==> src/rtl/sram_read_sequencer.sv <==
// Burst read sequencer for a single-port synchronous SRAM: one read per cycle,
// credit-checked capture FIFO, ready/valid output stream.
module sram_read_sequencer #(
  parameter int ADDR_W     = 10,
  parameter int DATA_W     = 32,
  parameter int LEN_W      = 8,
  parameter int RD_LAT     = 2,
  parameter int FIFO_DEPTH = 4
) (
  input  logic              clk,
  input  logic              rstn,
  input  logic              cmd_valid_i,
  output logic              cmd_ready_o,
  input  logic [ADDR_W-1:0] cmd_addr_i,
  input  logic [LEN_W-1:0]  cmd_len_i,
  output logic              sram_en_o,
  output logic [ADDR_W-1:0] sram_addr_o,
  input  logic [DATA_W-1:0] sram_rdata_i,
  output logic              valid_o,
  input  logic              ready_i,
  output logic [DATA_W-1:0] data_o,
  output logic              last_o,
  output logic              busy_o,
  output logic              done_o
);

  localparam int PTR_W = $clog2(FIFO_DEPTH);
  localparam int CNT_W = PTR_W + 1;
  localparam int OUT_W = $clog2(FIFO_DEPTH + RD_LAT + 1) + 1;

  typedef enum logic [1:0] {
    S_IDLE  = 2'd0,
    S_ISSUE = 2'd1,
    S_DRAIN = 2'd2
  } state_t;

  state_t            state_r, state_nx_s;
  logic [ADDR_W-1:0] cur_addr_r;
  logic [LEN_W-1:0]  remaining_r;
  logic [RD_LAT-1:0] sr_v_r;
  logic [RD_LAT-1:0] sr_l_r;
  logic [DATA_W-1:0] fifo_data_r [FIFO_DEPTH];
  logic [FIFO_DEPTH-1:0] fifo_last_r;
  logic [PTR_W-1:0]  wr_ptr_r;
  logic [PTR_W-1:0]  rd_ptr_r;
  logic [CNT_W-1:0]  fifo_cnt_r;
  logic              done_r;

  logic              accept_s;
  logic              issue_s;
  logic              issue_last_s;
  logic              push_s;
  logic              pop_s;
  logic              fifo_empty_s;
  logic              last_pop_s;
  logic              credit_ok_s;
  logic              done_nx_s;
  logic [OUT_W-1:0]  inflight_s;
  logic [OUT_W-1:0]  outstanding_s;

  // Reads still in the SRAM pipeline: population count of the valid shift register.
  always_comb begin
    inflight_s = {OUT_W{1'b0}};
    for (int k = 0; k < RD_LAT; k++) begin
      inflight_s = inflight_s + OUT_W'(sr_v_r[k]);
    end
  end

  // Credit uses registered occupancy only, so a same-cycle pop never frees a slot early.
  assign outstanding_s = inflight_s + OUT_W'(fifo_cnt_r);
  assign credit_ok_s   = (outstanding_s < OUT_W'(FIFO_DEPTH));

  assign accept_s     = (state_r == S_IDLE) & cmd_valid_i;
  assign issue_s      = (state_r == S_ISSUE) & credit_ok_s;
  assign issue_last_s = issue_s & (remaining_r == LEN_W'(1));
  assign fifo_empty_s = (fifo_cnt_r == {CNT_W{1'b0}});
  assign push_s       = sr_v_r[RD_LAT-1];
  assign pop_s        = valid_o & ready_i;
  assign last_pop_s   = pop_s & (fifo_cnt_r == CNT_W'(1));

  assign cmd_ready_o = (state_r == S_IDLE);
  assign busy_o      = (state_r != S_IDLE);
  assign sram_en_o   = issue_s;
  assign sram_addr_o = cur_addr_r;
  assign valid_o     = ~fifo_empty_s;
  assign data_o      = fifo_data_r[rd_ptr_r];
  assign last_o      = valid_o & fifo_last_r[rd_ptr_r];
  assign done_o      = done_r;

  // Next-state and completion decode.
  always_comb begin
    state_nx_s = state_r;
    done_nx_s  = 1'b0;
    case (state_r)
      S_IDLE: begin
        if (cmd_valid_i) begin
          if (cmd_len_i == {LEN_W{1'b0}}) begin
            state_nx_s = S_IDLE;
            done_nx_s  = 1'b1;
          end else begin
            state_nx_s = S_ISSUE;
          end
        end else begin
          state_nx_s = S_IDLE;
        end
      end
      S_ISSUE: begin
        if (issue_last_s) begin
          state_nx_s = S_DRAIN;
        end else begin
          state_nx_s = S_ISSUE;
        end
      end
      S_DRAIN: begin
        // Leave on the cycle the final word is handed off, so done lands one cycle later.
        if ((inflight_s == {OUT_W{1'b0}}) && (fifo_empty_s || last_pop_s)) begin
          state_nx_s = S_IDLE;
          done_nx_s  = 1'b1;
        end else begin
          state_nx_s = S_DRAIN;
        end
      end
      default: begin
        state_nx_s = S_IDLE;
        done_nx_s  = 1'b0;
      end
    endcase
  end

  // State register and done pulse.
  always_ff @(posedge clk or negedge rstn) begin
    if (!rstn) begin
      state_r <= S_IDLE;
      done_r  <= 1'b0;
    end else begin
      state_r <= state_nx_s;
      done_r  <= done_nx_s;
    end
  end

  // Command address / word counter.
  always_ff @(posedge clk or negedge rstn) begin
    if (!rstn) begin
      cur_addr_r  <= {ADDR_W{1'b0}};
      remaining_r <= {LEN_W{1'b0}};
    end else if (accept_s) begin
      cur_addr_r  <= cmd_addr_i;
      remaining_r <= cmd_len_i;
    end else if (issue_s) begin
      cur_addr_r  <= cur_addr_r + ADDR_W'(1);
      remaining_r <= remaining_r - LEN_W'(1);
    end
  end

  // In-flight {valid, last} tracker aligned with the SRAM read latency.
  always_ff @(posedge clk or negedge rstn) begin
    if (!rstn) begin
      sr_v_r <= {RD_LAT{1'b0}};
      sr_l_r <= {RD_LAT{1'b0}};
    end else begin
      sr_v_r[0] <= issue_s;
      sr_l_r[0] <= issue_last_s;
      for (int k = 1; k < RD_LAT; k++) begin
        sr_v_r[k] <= sr_v_r[k-1];
        sr_l_r[k] <= sr_l_r[k-1];
      end
    end
  end

  // Capture FIFO storage, pointers and occupancy.
  always_ff @(posedge clk or negedge rstn) begin
    if (!rstn) begin
      for (int i = 0; i < FIFO_DEPTH; i++) begin
        fifo_data_r[i] <= {DATA_W{1'b0}};
      end
      fifo_last_r <= {FIFO_DEPTH{1'b0}};
      wr_ptr_r    <= {PTR_W{1'b0}};
      rd_ptr_r    <= {PTR_W{1'b0}};
      fifo_cnt_r  <= {CNT_W{1'b0}};
    end else begin
      if (push_s) begin
        fifo_data_r[wr_ptr_r] <= sram_rdata_i;
        fifo_last_r[wr_ptr_r] <= sr_l_r[RD_LAT-1];
        wr_ptr_r              <= wr_ptr_r + PTR_W'(1);
      end
      if (pop_s) begin
        rd_ptr_r <= rd_ptr_r + PTR_W'(1);
      end
      fifo_cnt_r <= fifo_cnt_r + CNT_W'(push_s) - CNT_W'(pop_s);
    end
  end

endmodule

==> config.mk <==
export PLATFORM = sky130hd
export DESIGN_NAME = sram_read_sequencer
export DESIGN_NICKNAME = d
export VERILOG_FILES = /design/src/rtl/sram_read_sequencer.sv
export SDC_FILE = /design/constraint.sdc
export NUM_CORES = 1
export LEC_CHECK = 0
export CAP_MARGIN = 20
export CORE_MARGIN = 3
export CORE_UTILIZATION = 56
export DETAILED_ROUTE_END_ITERATION = 7
export PLACE_DENSITY_LB_ADDON = 0.15
export SLEW_MARGIN = 15
export SYNTH_ARGS = -nofsm -noshare
export SYNTH_HDL_FRONTEND = slang
export SYNTH_SLANG_ARGS = --single-unit
export TNS_END_PERCENT = 50
==> constraint.sdc <==
create_clock -name clk -period 5.6 [get_ports clk]
set_input_delay 1.4 -clock clk [delete_from_list [all_inputs] [get_ports clk]]
set_output_delay 1.4 -clock clk [all_outputs]
set_load 0.005 [all_outputs]
---- Word level (Yosys, flattened, before mapping) ----
Cells that the tools add are included.
storage, ports and cells
  output and inout port bits .............. 48
  bits of input ports ..................... 54
  register bits after elaboration ......... 164
  logic and storage cells ................. 76
cells by class
  reduce and logical (&&, ||, !) cells .... 10
  add/sub/neg operators ................... 8
  muxes and demuxes ....................... 24
  eq/ne operators ......................... 4
  $lt $le $gt $ge ......................... 7
  bitwise logic cells ..................... 9
operators by type and width
  kind                                                                          count
  128-bit bitwise mux                                                           1
  32-bit two-way mux                                                            3
  32-bit binary-select mux with 2-bit select                                    1
  32-bit demux with 2-bit select                                                1
  10-bit two-way mux                                                            2
  8-bit two-way mux                                                             2
  10-bit by 1-bit adder with 10-bit output, second input constant               1
  8-bit by 1-bit == test with 1-bit output, second input constant               1
  8-bit logical NOT                                                             1
  8-bit by 1-bit subtractor with 8-bit output, second input constant            1
  1-bit AND                                                                     6
  3-bit >= comparator, second input constant                                    2
  2-bit by 3-bit less-than comparator with 1-bit output, second input constant  2
  1-bit two-way mux                                                             6
  2-bit two-way mux                                                             3
  2-bit NOT with 3-bit output                                                   2
  2-bit one-hot mux with 3 select lines                                         1
  2-bit by 1-bit adder with 2-bit output, second input constant                 2
  2-bit by 3-bit adder with 4-bit output                                        1
  4-bit bitwise mux                                                             1
  4-bit logical NOT                                                             1
  4-bit by 3-bit less-than comparator with 1-bit output, second input constant  1
  2-bit nonzero test                                                            2
  3-bit by 1-bit adder with 3-bit output                                        1
  other kinds (15)                                                              17

---- Depth between registers and ports, before layout ----
  word-level depth ........................ 8
  depth in mapped cells ................... 9
  depth with buffers taken out ............ 7

---- Least setup slack after synthesis ----
Ideal clock, no wire load.
  path kind ............................... flip-flop to output port
  start ................................... register sr_v_r[0]
  end ..................................... output sram_en_o
  setup slack ............................. 2749 ps
  required time ........................... 4200 ps
  arrival ................................. 1451 ps
  stages on the path, launching flop included .. 7
  cell sequence ........................... dfrtp_1 > ha_1 > ha_1 > nor4b_4 > nand2_2 > inv_2 > buf_2
on the way
  longest elaborated chain between the ends .. 4
RTL lines
  item                                                   line  source
  start, declared                                        40    logic [RD_LAT-1:0] sr_v_r;
  start signal, assigned                                 158   sr_v_r <= {RD_LAT{1'b0}};
  start signal, assigned                                 161   sr_v_r[0] <= issue_s;
  start signal, assigned by index                        164   sr_v_r[k] <= sr_v_r[k-1];
  1-bit by 1-bit adder with 2-bit output                 65    inflight_s = inflight_s + OUT_W'(sr_v_r[k]);
  2-bit by 3-bit adder with 4-bit output                 70    assign outstanding_s = inflight_s + OUT_W'(fifo_cnt_r);
  4-bit by 3-bit less-than comparator with 1-bit output  71    assign credit_ok_s = (outstanding_s < OUT_W'(FIFO_DEPTH));
  1-bit AND                                              74    assign issue_s = (state_r == S_ISSUE) & credit_ok_s;
  end, declared                                          16    output logic sram_en_o,
No other way between the ends.

---- Final worst setup path ----
  start ................................... register sr_v_r[1]
  end ..................................... output sram_en_o
The elaborated chain is that of the path after synthesis.

==> results.sh <==
export IMPL_critPathLaunch="sr_v_r[1]"
export IMPL_hold_buffers=0
export IMPL_crit_chain="ha_1 -> ha_1 -> nor4b_4 -> nand2_2 -> inv_2 -> clkdlybuf4s50_1"
export IMPL_synth_cell_area_um2=7430
export IMPL_clock_sinks=164
export IMPL_grt_total_usage_pct=21.41
export IMPL_die_area_um2=14690
export IMPL_max_cap_violations=0
export IMPL_drtAntennaViolNets=0
export IMPL_vdd_drop_max_mv=0.2575
export IMPL_fin_worst_skew_ns=0.007281
export IMPL_start_util_pct=58.16
export IMPL_finalSetupViolCount=0
export IMPL_core_um2=12770
export IMPL_ff2ff_path_depth=7
export IMPL_syn_area_per_cell_um2=14.95
export IMPL_globalplace_congestion=0.8521
export IMPL_endpoint_kind="primary output"
export IMPL_synth_top_cell_area_share_pct=55.24
export IMPL_hp_class="register to register"
export IMPL_grt_pass1_vias=4841
export IMPL_crit_path_start_kind="register"
export IMPL_hold_violations=0
export IMPL_clock_fmax_mhz=235.9
export IMPL_rsz0062_at_grt="false"
export IMPL_yosys_area_top_type="dfrtp_1"
export IMPL_drt_iter0_drc=351
export IMPL_synth_most_common_cell="dfrtp_1"
export IMPL_p_leak_nw=3.803
export IMPL_totalWireLength_mm=14.91
export IMPL_period_needed_ns=4.239
export IMPL_gr_total_overflow=0
export IMPL_post_cts_buffers=0
export IMPL_viasPerCell=5.828
export IMPL_r2r_slack_ns=3.24
export IMPL_r2r_end="sram_addr_o[2]"
export IMPL_vias=4540
export IMPL_ys_types=52
export IMPL_area_growth_syn_to_layout_pct=23.43
export IMPL_worst_slew_pin_slew_ns=1.023
export IMPL_cts_resized=0
export IMPL_final_max_slew_viol_count=0
export IMPL_drive_gt1_share_pct=35.75
export IMPL_final_core_util_pct=71.79
export IMPL_cts_root_buf="clkbuf_16"
export IMPL_critPathKind="register to primary output"
export IMPL_clk_pin_slew_ns=0.06
export IMPL_num_fill_cells=847
export IMPL_clk_path_buf_depth=2
export IMPL_antenna_cells=0
export IMPL_ys_ff_latch=164
export IMPL_seq_area_frac_synth_pct=55.24
export IMPL_yosysWarnings=0
export IMPL_port_buffers=101
export IMPL_status="finished, final reports clean"
export IMPL_cpMostUsedCell="ha_1"
export IMPL_syn_inst=497
export IMPL_timing_final_crit_share_pct=75.70
export IMPL_critical_path_max_stage_delay_ns=0.54
export IMPL_firstDrtPassIters=4
export IMPL_synth_net_count=564
export IMPL_slowest_stage="clkdlybuf4s50_1"
export IMPL_htreeDepth=4
export IMPL_clk_latency_ns=0.42
export IMPL_cts_tree="built"
export IMPL_async_flop_share_pct=100.0
export IMPL_fp_dieW_um=121.2
export IMPL_netlist_top_cells_count="dfrtp_1, mux2_2, mux4_2"
export IMPL_nets=661
export IMPL_grt_start_max_net_pins=115
export IMPL_ys_flop_type="dfrtp_1"
export IMPL_finalPower_mw=5.759
export IMPL_die_h_um=121.2
export IMPL_synth_edf_count=0
export IMPL_multi_input_area_um2=3178
export IMPL_pwr_density_cell_nw_per_um2=628.0
export IMPL_cts_buffers=17
export IMPL_seqCellArea_um2=4106
export IMPL_rr_startpoint="sr_v_r[1]"
export IMPL_grt_pass1_wl_mm=24.34
export IMPL_required_ns=4.20
export IMPL_io_pins=102
export IMPL_antenna_found_initial=0
export IMPL_setup_tns_ns=0
export IMPL_wl_per_cell_um=19.14
export IMPL_synthTopCellsByArea="dfrtp_1, mux2_2, mux4_2"
export IMPL_num_rows=41
export IMPL_slew_headroom_pct=31.80
export IMPL_drc=0
export IMPL_place_hpwl_mm=9.711
export IMPL_crit_arrival_ns=2.84
export IMPL_cp_endpoint="sram_en_o"
export IMPL_critPathMaxFanout=15
[worst max-delay path, delay by kind of cell (launching register included)]
kind | cells | cell delay (ns)
buf+inv | 2 | 0.80
flops | 1 | 0.52
fa+ha+maj | 2 | 0.48
simple gates | 2 | 0.63
[metrics by stage]
step	hold WS, ns	instances	cell area, µm²	setup WS, ns
final	0.3555	779	9170	1.361
after global routing	0.3656	779	9170	1.200
after CTS	0.3584	779	9170	1.349
after detailed placement	0.3442	747	8579	1.812
after global placement	0.3416	747	8579	1.901
after floorplan	0.3312	497	7430	2.749
[sequential cells by signal, summed over array words and instances, names as in the netlist, 3 cells and up]
name and cells:
fifo_last_r 4, fifo_data_r 128, remaining_r 8, sram_addr_o 10, fifo_cnt_r 3
[cell type report]
cell class              instances  area share, %
inverters                      12         0.4912
well taps                     172          2.347
multi-input cells             295          34.66
clock buffers                  24          5.362
flip-flops and latches        164          44.78
clock inverters                 8          1.078
repair buffers                104          11.28
[worst min path at each step]
stage / endpoint / from / cells after the start / slack (ns)
2_1_floorplan: sr_l_r[1] / sr_l_r[0] / 0 / 0.33
5_1_grt: sr_l_r[1] / sr_l_r[0] / 0 / 0.37
6_report: sr_l_r[1] / sr_l_r[0] / 0 / 0.36
3_3_place_gp: sr_l_r[1] / sr_l_r[0] / 0 / 0.34
3_5_place_dp: sr_l_r[1] / sr_l_r[0] / 0 / 0.34
4_1_cts: sr_l_r[1] / sr_l_r[0] / 0 / 0.36
[metal layers]
layer | global-route usage (%) | vias to the layer above | wire [µm]
met1 | 28.89 | 2354 | 6562
met3 | 4.056 | 19 | 608
met2 | 35.46 | 117 | 7548
met4 | 7.003 | 0 | 188
met5 | 0 | - | 0
li1 | - | 2050 | -
[layout by cell type (no fill, tap or decap), types with 3 or more instances in the layout]
master	synthesis	final
clkinv_2	0	3
o21ai_0	4	4
a221o_1	6	6
ha_1	12	12
nor3_1	4	4
o21ai_1	4	4
or4_1	3	3
buf_4	0	3
nand3_1	9	9
clkbuf_16	0	17
nor2_1	10	10
inv_1	11	11
mux2_2	132	132
clkdlybuf4s50_1	0	100
clkbuf_1	7	3
mux4_2	33	33
clkbuf_8	0	4
nand2_2	1	5
dfrtp_1	164	162
o211ai_1	5	5
xor2_1	4	4
nand2_1	18	14
or3_1	3	3
xnor2_1	4	4
nand4_1	5	5
a21oi_1	3	3
[kinds of logic (layout without fill, tap and decap cells)]
family | after synthesis | in the layout | synth area share, %
mux | 165 | 165 | 30.01
compound gates | 36 | 36 | 3.655
fa+ha+maj | 13 | 13 | 2.290
flops | 164 | 164 | 55.24
simple gates | 73 | 73 | 5.743
xor+xnor | 8 | 8 | 0.9430
buf+inv | 38 | 148 | 2.122
[power breakdown]
group,internal (mW),total (mW),switching [mW]
logic,1.56,2.42,0.857
registers,1.77,2.20,0.430
clock network,0.702,1.14,0.438
Power figures use the tool's default switching activity.
==> patch, RTL diff (same settings) <==
Change the parameter `FIFO_DEPTH` from 4 to 8.
--- a/src/rtl/sram_read_sequencer.sv
+++ b/src/rtl/sram_read_sequencer.sv
@@ -6,5 +6,5 @@
   parameter int LEN_W      = 8,
   parameter int RD_LAT     = 2,
-  parameter int FIFO_DEPTH = 4
+  parameter int FIFO_DEPTH = 8
 ) (
   input  logic              clk,
Behaviour: not the same (a bounded check fails within 10 cycles, from zero or initial values and one cycle with rstn low).
==> patch against the original RTL <==
Power is 85% higher. Fmax is 5.6% lower. Sequential share of layout area is 0.75 points higher. Register-to-register slack worse by 0.19 ns. Worst setup slack worse by 0.25 ns. Sequential cell count is 135 higher. Wire length is 88% higher. Final area is 79% higher. Critical path depth is 2 lower. Clock skew hardly changed. Global-route usage is 0.13 points higher. Area after synthesis is 90% higher. Critical endpoint is now data_o[8].
==> patch: results (changes against the original RTL) <==
outcome: "complete, no violations"  # unchanged
placed_cells: 1289  # was 747
leakage_nw: 6.871  # was 3.803 nW
crit_fanout: 32  # was 15
drt-total-wl_um: 28060  # was 14,910 um
grt_pass1_wl_um: 46020  # was 24,340 um
hpwl_um: 17190  # was 9711 um
cts.htree.levels: 1  # was 4
syn-num-nets: 970  # was 564
synth_area_leaders: "dfrtp_1, mux2_2, mux4_2, mux2_4, ha_1"  # was dfrtp_1, mux2_2, mux4_2, ha_1, nand2_1
cts_resized: 0  # unchanged
drt-initial-drc-count: 484  # was 351
port_buffers: 101  # unchanged
relSlewSlack: 0.2746  # was 0.3180
cts_buffers: 31  # was 17
routed_via_density: 5.945  # was 5.828
cts-root-buf: "clkbuf_16"  # unchanged
largest-register: "fifo_data_r"  # unchanged
dp_slack_ns: 1.618  # was 1.812 ns
drive_above_1_share: 0.4385  # was 0.3575
synth_compound_area_frac: 0.02999  # was 0.03654
synthArstFlopShare: 1.000  # unchanged
grt_util_all_layers: 0.2154  # was 0.2141
grt_pass1_vias: 8419  # was 4,841
seq_area_frac_synth: 0.5307  # was 0.5524
slowest_stage: "dfrtp_4"  # was clkdlybuf4s50_1
largest_reg_flops: 256  # was 128
antenna_found_initial: 1  # was 0
skew_ns: 0.006944  # was 0.007281 ns
syn_area_um2: 14100  # was 7430 um2
drt_first_pass_iters: 4  # unchanged
num-fill-cells: 1798  # was 847
vdd_ir_drop_max_mv: 0.3281  # was 0.2575 mV
clkLatencyLatePin_ns: 0.55  # was 0.42 ns
grt_max_degree: 122  # was 115
cts_buffer_depth: 3  # was 2
synthTopCellsByCount: "dfrtp_1, mux2_2, mux4_2"  # unchanged
wl_per_cell_um: 20.81  # was 19.14 um
fin_nets: 1069  # was 661
place_area_um2: 15340  # was 8579 um2
synth-adder-area-share: 0.01384  # was 0.02290
ys_types: 65  # was 52
place_congestion: 0.7742  # was 0.8521
synth_mux_area_frac: 0.3489  # was 0.3001
slowest_delay_ns: 0.87  # was 0.54 ns
worstPathArrival_ns: 3.09  # was 2.84 ns
synth_xor_xnor_area_share: 0.004348  # was 0.009431
postSynthCellCount: 901  # was 497
-- patch: cell count changes after synthesis, sizes merged, moves of 7 or more --
cell | before | now
o21ai | 9 | 0
mux2 | 132 | 298
inv | 12 | 19
dfrtp | 164 | 299
mux4 | 33 | 66
buf | 19 | 45
-- patch: cells by family (layout without fill, tap and decap cells) --
group,after synthesis,count (layout)
simple gates,91,91
flops,299,299
fa+ha+maj,15,15
buf+inv,75,198
compound gates,49,49
xor+xnor,7,7
mux,365,365
-- patch: path summary, 6_finish.rpt --
kind                                   from          endpoint  slack [ns]  cells after the start
worst min register to register    sr_l_r[0]         sr_l_r[1]        0.37                      0
worst min-delay path              sr_l_r[0]         sr_l_r[1]        0.37                      0
max in group asynchronous              rstn  fifo_data_r[187]        3.60                      2
min in group asynchronous              rstn  fifo_data_r[116]        0.89                      1
worst max register to register    sr_v_r[1]  fifo_data_r[234]        3.05                      4
worst max-delay path            rd_ptr_r[0]         data_o[8]        1.11                      4
-- patch: metal layers --
layer	share of wire	vias to the layer above	global-route usage	wire length, um
met5	0.00046	-	0	13
met4	0.018	2	0.04079	517
met3	0.039	43	0.02909	1105
met2	0.49	140	0.3540	13640
met1	0.46	4238	0.3141	12780
li1	-	3591	-	-
-- patch: layout make-up --
type	count	area [um2]	share of cell area
Clock buffer	47	925.9	0.05629
Clock inverter	10	156.4	0.009509
Inverter	19	71.32	0.004336
Multi-Input combinational cell	527	6180	0.3757
Sequential cell	299	7488	0.4553
Tap cell	324	405.4	0.02465
Timing Repair Buffer	122	1221	0.07424
-- patch: report_power, final --
| part | internal [mW] | leakage, nW | total, mW | switching, mW |
|---|---|---|---|---|
| clock | 1.32 | 0.532 | 2.15 | 0.834 |
| sequential | 3.24 | 3.55 | 4.03 | 0.790 |
| combinational | 2.93 | 2.79 | 4.49 | 1.57 |
-- patch: worst max-delay path: cells and delay by family (launching register included) --
kind	cells	cell delay (ns)
buffers and inverters	2	0.84
muxes	2	0.82
DFF	1	0.87
